## src/rtl/booth_operand_sequencer_if.sv

```systemverilog
// Operand-in and result-out handshake bundle for the Booth front-end.
// master = operand source / result consumer, slave = sequencer.
interface booth_operand_sequencer_if #(
   parameter int WIDTH = 32,
   parameter int TAG_W = 4
);
   logic               in_valid;
   logic               in_ready;
   logic [WIDTH-1:0]   in_a;
   logic [WIDTH-1:0]   in_b;
   logic [TAG_W-1:0]   in_tag;
   logic               res_valid;
   logic               res_ready;
   logic [2*WIDTH-1:0] res_data;
   logic [TAG_W-1:0]   res_tag;

   modport master (
      output in_valid, in_a, in_b, in_tag, res_ready,
      input  in_ready, res_valid, res_data, res_tag
   );

   modport slave (
      input  in_valid, in_a, in_b, in_tag, res_ready,
      output in_ready, res_valid, res_data, res_tag
   );
endinterface

```

## src/rtl/booth_operand_sequencer.sv

```systemverilog
// Operand FIFO and sequencer in front of the radix-4 Booth multiplier.
// Holds the head pair for CYCLES enabled edges, then captures the product.
module booth_operand_sequencer #(
   parameter int WIDTH  = 32,
   parameter int DEPTH  = 4,
   parameter int TAG_W  = 4,
   parameter int CYCLES = 16
) (
   input  logic                       clk,
   input  logic                       reset,
   booth_operand_sequencer_if.slave   io,
   output logic [WIDTH-1:0]           mul_a,
   output logic [WIDTH-1:0]           mul_b,
   output logic                       mul_en,
   output logic                       mul_reset,
   input  logic [2*WIDTH-1:0]         mul_result,
   input  logic                       mul_done,
   output logic [$clog2(DEPTH+1)-1:0] level,
   output logic                       busy,
   output logic                       err
);
   localparam int AW = $clog2(DEPTH);
   localparam int LW = $clog2(DEPTH+1);
   localparam int BW = $clog2(CYCLES);

   typedef enum logic [1:0] {
      S_INIT,
      S_IDLE,
      S_RUN,
      S_WAIT
   } state_t;

   state_t state, nxt;

   logic [WIDTH-1:0]   mem_a   [DEPTH];
   logic [WIDTH-1:0]   mem_b   [DEPTH];
   logic [TAG_W-1:0]   mem_tag [DEPTH];
   logic [AW-1:0]      wptr, rptr;
   logic [LW-1:0]      cnt;
   logic [BW-1:0]      beat;
   logic               rv;
   logic [2*WIDTH-1:0] rdata;
   logic [TAG_W-1:0]   rtag;
   logic               push, pop;

   assign io.in_ready = (cnt < LW'(DEPTH)) && (state != S_INIT);
   assign push = io.in_valid && io.in_ready;
   assign pop  = (state == S_WAIT) && mul_done;

   always_ff @(posedge clk) begin
      if (push) begin
         mem_a[wptr]   <= io.in_a;
         mem_b[wptr]   <= io.in_b;
         mem_tag[wptr] <= io.in_tag;
      end
   end

   always_ff @(posedge clk or negedge reset) begin
      if (!reset) begin
         wptr <= '0;
         rptr <= '0;
         cnt  <= '0;
      end else begin
         if (push) wptr <= wptr + AW'(1);
         if (pop)  rptr <= rptr + AW'(1);
         if (push && !pop)      cnt <= cnt + LW'(1);
         else if (pop && !push) cnt <= cnt - LW'(1);
      end
   end

   always_ff @(posedge clk or negedge reset) begin
      if (!reset) begin
         state <= S_INIT;
         beat  <= '0;
      end else begin
         state <= nxt;
         beat  <= (state == S_RUN) ? beat + BW'(1) : '0;
      end
   end

   always_comb begin
      nxt = state;
      unique case (state)
         S_INIT: nxt = S_IDLE;
         S_IDLE: if (cnt != '0 && !rv) nxt = S_RUN;
         S_RUN:  if (beat == BW'(CYCLES-1)) nxt = S_WAIT;
         S_WAIT: if (mul_done) nxt = S_IDLE;
         default: nxt = S_INIT;
      endcase
   end

   // Capture can only occur with rv low: RUN is never entered while a result is held.
   always_ff @(posedge clk or negedge reset) begin
      if (!reset) begin
         rv    <= 1'b0;
         rdata <= '0;
         rtag  <= '0;
         err   <= 1'b0;
      end else begin
         if (pop) begin
            rv    <= 1'b1;
            rdata <= mul_result;
            rtag  <= mem_tag[rptr];
         end else if (rv && io.res_ready) begin
            rv <= 1'b0;
         end
         if (state == S_WAIT && !mul_done) err <= 1'b1;
      end
   end

   assign io.res_valid = rv;
   assign io.res_data  = rdata;
   assign io.res_tag   = rtag;

   assign mul_a     = mem_a[rptr];
   assign mul_b     = mem_b[rptr];
   assign mul_en    = (state == S_INIT) || (state == S_RUN);
   assign mul_reset = (state == S_INIT);
   assign busy      = (state == S_RUN) || (state == S_WAIT);
   assign level     = cnt;
endmodule

```

## src/flat_wrapper.sv

```systemverilog
// flat-port wrapper written by rule: the top's interface ports become plain ports
module booth_operand_sequencer_flat 
#(
   parameter int WIDTH  = 32,
   parameter int DEPTH  = 4,
   parameter int TAG_W  = 4,
   parameter int CYCLES = 16
)
  (clk, reset, mul_a, mul_b, mul_en, mul_reset, mul_result, mul_done, level, busy, err, io_in_valid, io_in_a, io_in_b, io_in_tag, io_res_ready, io_in_ready, io_res_valid, io_res_data, io_res_tag);
  booth_operand_sequencer_if #(.WIDTH(WIDTH), .TAG_W(TAG_W)) io_i ();
  input  logic clk;
  input  logic reset;
  output logic [WIDTH-1:0] mul_a;
  output logic [WIDTH-1:0] mul_b;
  output logic mul_en;
  output logic mul_reset;
  input  logic [2*WIDTH-1:0] mul_result;
  input  logic mul_done;
  output logic [$clog2(DEPTH+1)-1:0] level;
  output logic busy;
  output logic err;
  input wire logic [$bits(io_i.in_valid)-1:0] io_in_valid;
  input wire logic [$bits(io_i.in_a)-1:0] io_in_a;
  input wire logic [$bits(io_i.in_b)-1:0] io_in_b;
  input wire logic [$bits(io_i.in_tag)-1:0] io_in_tag;
  input wire logic [$bits(io_i.res_ready)-1:0] io_res_ready;
  output wire logic [$bits(io_i.in_ready)-1:0] io_in_ready;
  output wire logic [$bits(io_i.res_valid)-1:0] io_res_valid;
  output wire logic [$bits(io_i.res_data)-1:0] io_res_data;
  output wire logic [$bits(io_i.res_tag)-1:0] io_res_tag;
  assign io_i.in_valid = io_in_valid;
  assign io_i.in_a = io_in_a;
  assign io_i.in_b = io_in_b;
  assign io_i.in_tag = io_in_tag;
  assign io_i.res_ready = io_res_ready;
  assign io_in_ready = io_i.in_ready;
  assign io_res_valid = io_i.res_valid;
  assign io_res_data = io_i.res_data;
  assign io_res_tag = io_i.res_tag;
  booth_operand_sequencer #(.WIDTH(WIDTH), .DEPTH(DEPTH), .TAG_W(TAG_W), .CYCLES(CYCLES)) u_core (.clk(clk), .reset(reset), .io(io_i), .mul_a(mul_a), .mul_b(mul_b), .mul_en(mul_en), .mul_reset(mul_reset), .mul_result(mul_result), .mul_done(mul_done), .level(level), .busy(busy), .err(err));
endmodule
```

## config.mk

```make
export PLATFORM = sky130hd
export DESIGN_NAME = booth_operand_sequencer_flat
export DESIGN_NICKNAME = d
export VERILOG_FILES = /design/src/rtl/booth_operand_sequencer_if.sv /design/src/rtl/booth_operand_sequencer.sv /design/src/flat_wrapper.sv
export SDC_FILE = /design/constraint.sdc
export NUM_CORES = 1
export LEC_CHECK = 0
export ABC_AREA = 1
export BUFFER_PORTS_ARGS = -buffer_cell sky130_fd_sc_hd__buf_2
export CAP_MARGIN = 20
export CORE_MARGIN = 1
export CORE_UTILIZATION = 50
export DETAILED_ROUTE_END_ITERATION = 6
export HOLD_SLACK_MARGIN = 0.02
export PLACE_DENSITY = 0.74
export SKIP_LAST_GASP = 1
export SLEW_MARGIN = 20
export SYNTH_ARGS = -nofsm -noshare
export SYNTH_HDL_FRONTEND = slang
export SYNTH_SLANG_ARGS = --single-unit
```

## constraint.sdc

```tcl
create_clock -name clk -period 12.7 [get_ports clk]
set_input_delay 0.635 -clock clk [delete_from_list [all_inputs] [get_ports clk]]
set_output_delay 0.635 -clock clk [all_outputs]
set_load 0.02 [all_outputs]
```

==> metrics <==
PnR worst setup slack=9120 ps; Starting Density=0.509; Max Root-Sink Buffers=3; total gr overflow=0; CP max stage cell=buf_4; vias in the first global route=8,567; #FFs+latches synth=355; die area=28,000 µm²; Layout area overhead=20.7%; core box area=26,900 µm²; CTS Buf Count=37; Vias/cell=5.22; Achievable Freq=0.279 GHz; Total Neg Setup Slack=0 ps; critical path depth=4; Final period util=0.282; H-tree lvl count=2; share of cells above drive strength 1=0.306; total wire length=29,200 µm; area of the multi-input gates=3030 µm²; worst endpoint required time=12,060 ps; DR vias=8,797; Ys Warns=0; initial antenna violation count=7; Worst Hold Depth=2; Total GRT Usage=0.208; Die Y=167 µm; sequential cell area=10,200 µm²; Seq/Total Area, Yosys=0.749; Mapped Cells=1,043; largest net degree at the start of global routing=107; cell row count=60; IO Port Bufs=277; clock sink total=355; arrival time worst endpoint=2940 ps; Final Skew=26.0 ps; CP Capture Type=output pin; Die W=167 µm; dpl hpwl=16,900 µm; max-cap violation count=0; relative slew slack=0.284; root buffer cell=clkbuf_16; max incr delay on CP=850 ps; clock transition at the registers of the reported paths=60 ps; status=complete, no violations; buffer and inverter count on the worst path=2; Final nets=1,462; final number of setup-violating endpoints=0; unrepaired setup endpoints after global routing=false; crit path kind=reg -> out; DRC Markers=0; commonest non-fill, non-tap cell in the layout=buf_2; post_cts resized=0; RePlAce Congestion=0.769; cell leakage power=6.76 nW; Final Core Density=0.614; total iterations of the first detailed-routing run=5; power per cell area=251 nW/µm²; Mean Syn Cell Area=13.1 µm²; Worst R2R Path Depth=6; Worst setup SP type=flip-flop; Min Clock Period, post-route=3580 ps; CP cell instances=buf_4 > o21ai_0 > o22ai_1 > buf_2; IO Count=278; Layout fillers=2,061; Clock Latency Late Sink=520 ps; cell area after synthesis=13,700 µm²; final hold vios=0; Hold Crit Class=in -> reg; CTS tree=done; synth unique cells=26; critical-path maximum fanout=105; Worst-Margin Slew=1070 ps; most frequent cells in the layout=buf_2, edfxtp_1, nand2_1; DR iter-0 viols=663; first-pass GRT wire length=45,400 µm; worst vdd ir=0.000165 V; Final ANT Viol Nets=0; Top delay family on crit path=buffers and inverters; Slew Viols, Final=0; DR WL/cell=17.3 µm; dpl ws=9450 ps; net count after synthesis=1,191
## state kept, by name (all words and copies together) (netlist names)
signal               flops
u_core.err               1
u_core.mem_a           128
u_core.mem_tag          16
u_core.wptr              2
u_core.io.res_data      64
u_core.beat              4
u_core.mem_b           128
u_core.rptr              2
u_core.io.res_valid      1
u_core.level             3
u_core.io.res_tag        4
u_core.state             2
## layout make-up
cell class,count,area share
multi-input combinational,606,0.184
tap,341,0.0258
inverter,25,0.00583
sequential,355,0.621
antenna,4,0.000606
timing repair buffer,289,0.0907
clock buffer,42,0.0578
clock inverter,23,0.0149
## cell families (layout without fill, tap and decap cells)
family          after synthesis  after routing  synth area share
simple gates                384            384             0.110
flops                       355            355             0.749
compound gates              206            206            0.0949
buf+inv                      82            379            0.0319
fa+ha+maj                    11             11            0.0106
xor+xnor                      4              4           0.00256
mux                           1              1          0.000823
other cells                   0              4                 0
## worst reg2reg max path: stages, from the launching register on
cell and delay [ps]:
dfrtp_1 400, inv_1 80, ha_1 230, nor2_1 150, nand2_1 330, nor2_4 710
buf_4 700
## stage by stage
stage	area, µm²	std cells	hold slack (ps)	total power [mW]
floorplan	13700	1043	339	2.66
global placement	15300	1614	443	3.08
detailed placement	15300	1615	444	3.13
CTS	16500	1681	270	4.19
global route	16500	1684	276	4.39
finish	16500	1685	292	4.15
## Yosys cell counts
| cell | count | area share |
|---|---|---|
| buf_2 | 10 | 0.0037 |
| buf_6 | 13 | 0.011 |
| fa_1 | 1 | 0.0015 |
| nor2_2 | 24 | 0.011 |
| or2_2 | 2 | 0.00091 |
| ha_1 | 10 | 0.0091 |
| clkbuf_1 | 29 | 0.0080 |
| o21ai_1 | 16 | 0.0059 |
| buf_4 | 5 | 0.0027 |
| nand3_1 | 2 | 0.00073 |
| o22ai_2 | 28 | 0.026 |
| dfrtp_1 | 83 | 0.15 |
| nand2_1 | 230 | 0.063 |
| inv_2 | 5 | 0.0014 |
| o22ai_1 | 36 | 0.016 |
| xor2_1 | 3 | 0.0019 |
| o21a_1 | 1 | 0.00055 |
| mux2_2 | 1 | 0.00082 |
| nor2_1 | 125 | 0.034 |
| inv_1 | 20 | 0.0055 |
| edfxtp_1 | 272 | 0.60 |
| xnor2_1 | 1 | 0.00064 |
| nand2_2 | 1 | 0.00046 |
| o21ai_0 | 119 | 0.044 |
| a21oi_1 | 2 | 0.00073 |
| o211ai_1 | 4 | 0.0022 |
## worst paths after layout
kind,start,to,slack [ps]
max,u_core.rptr[0]$_DFFE_PN0P_,mul_a[22],9120
min,io_res_ready,u_core.io.res_valid$_DFFE_PN0P_,290
max reg2reg,u_core.state[0]$_DFFE_PN0P_,u_core.mem_b[2][17]$_DFFE_PP_,9690
min reg2reg,u_core.err$_DFFE_PN0P_,u_core.err$_DFFE_PN0P_,460
max in group asynchronous,reset,u_core.rptr[0]$_DFFE_PN0P_,10990
min in group asynchronous,reset,u_core.io.res_data[48]$_DFFE_PN0P_,530
## metal layers
metal / global-route usage / up-vias / wire [µm]
met5: 0 / - / 33
met4: 0.0917 / 6 / 935
met3: 0.0548 / 67 / 1920
met2: 0.345 / 268 / 14500
met1: 0.256 / 4253 / 11900
li1: - / 4203 / -
## timing repair
item                                   4_1_cts  5_1_grt
setup buffers                                0        0
hold buffers                                 1        0
endpoints found under the hold margin       14        0
## power breakdown
part / switching (mW) / internal, mW
Clock: 0.434 / 0.625
Combinational: 1.05 / 0.461
Sequential: 0.101 / 1.48
Total: 1.58 / 2.57
No activity file was read; power rests on OpenSTA's default activity.
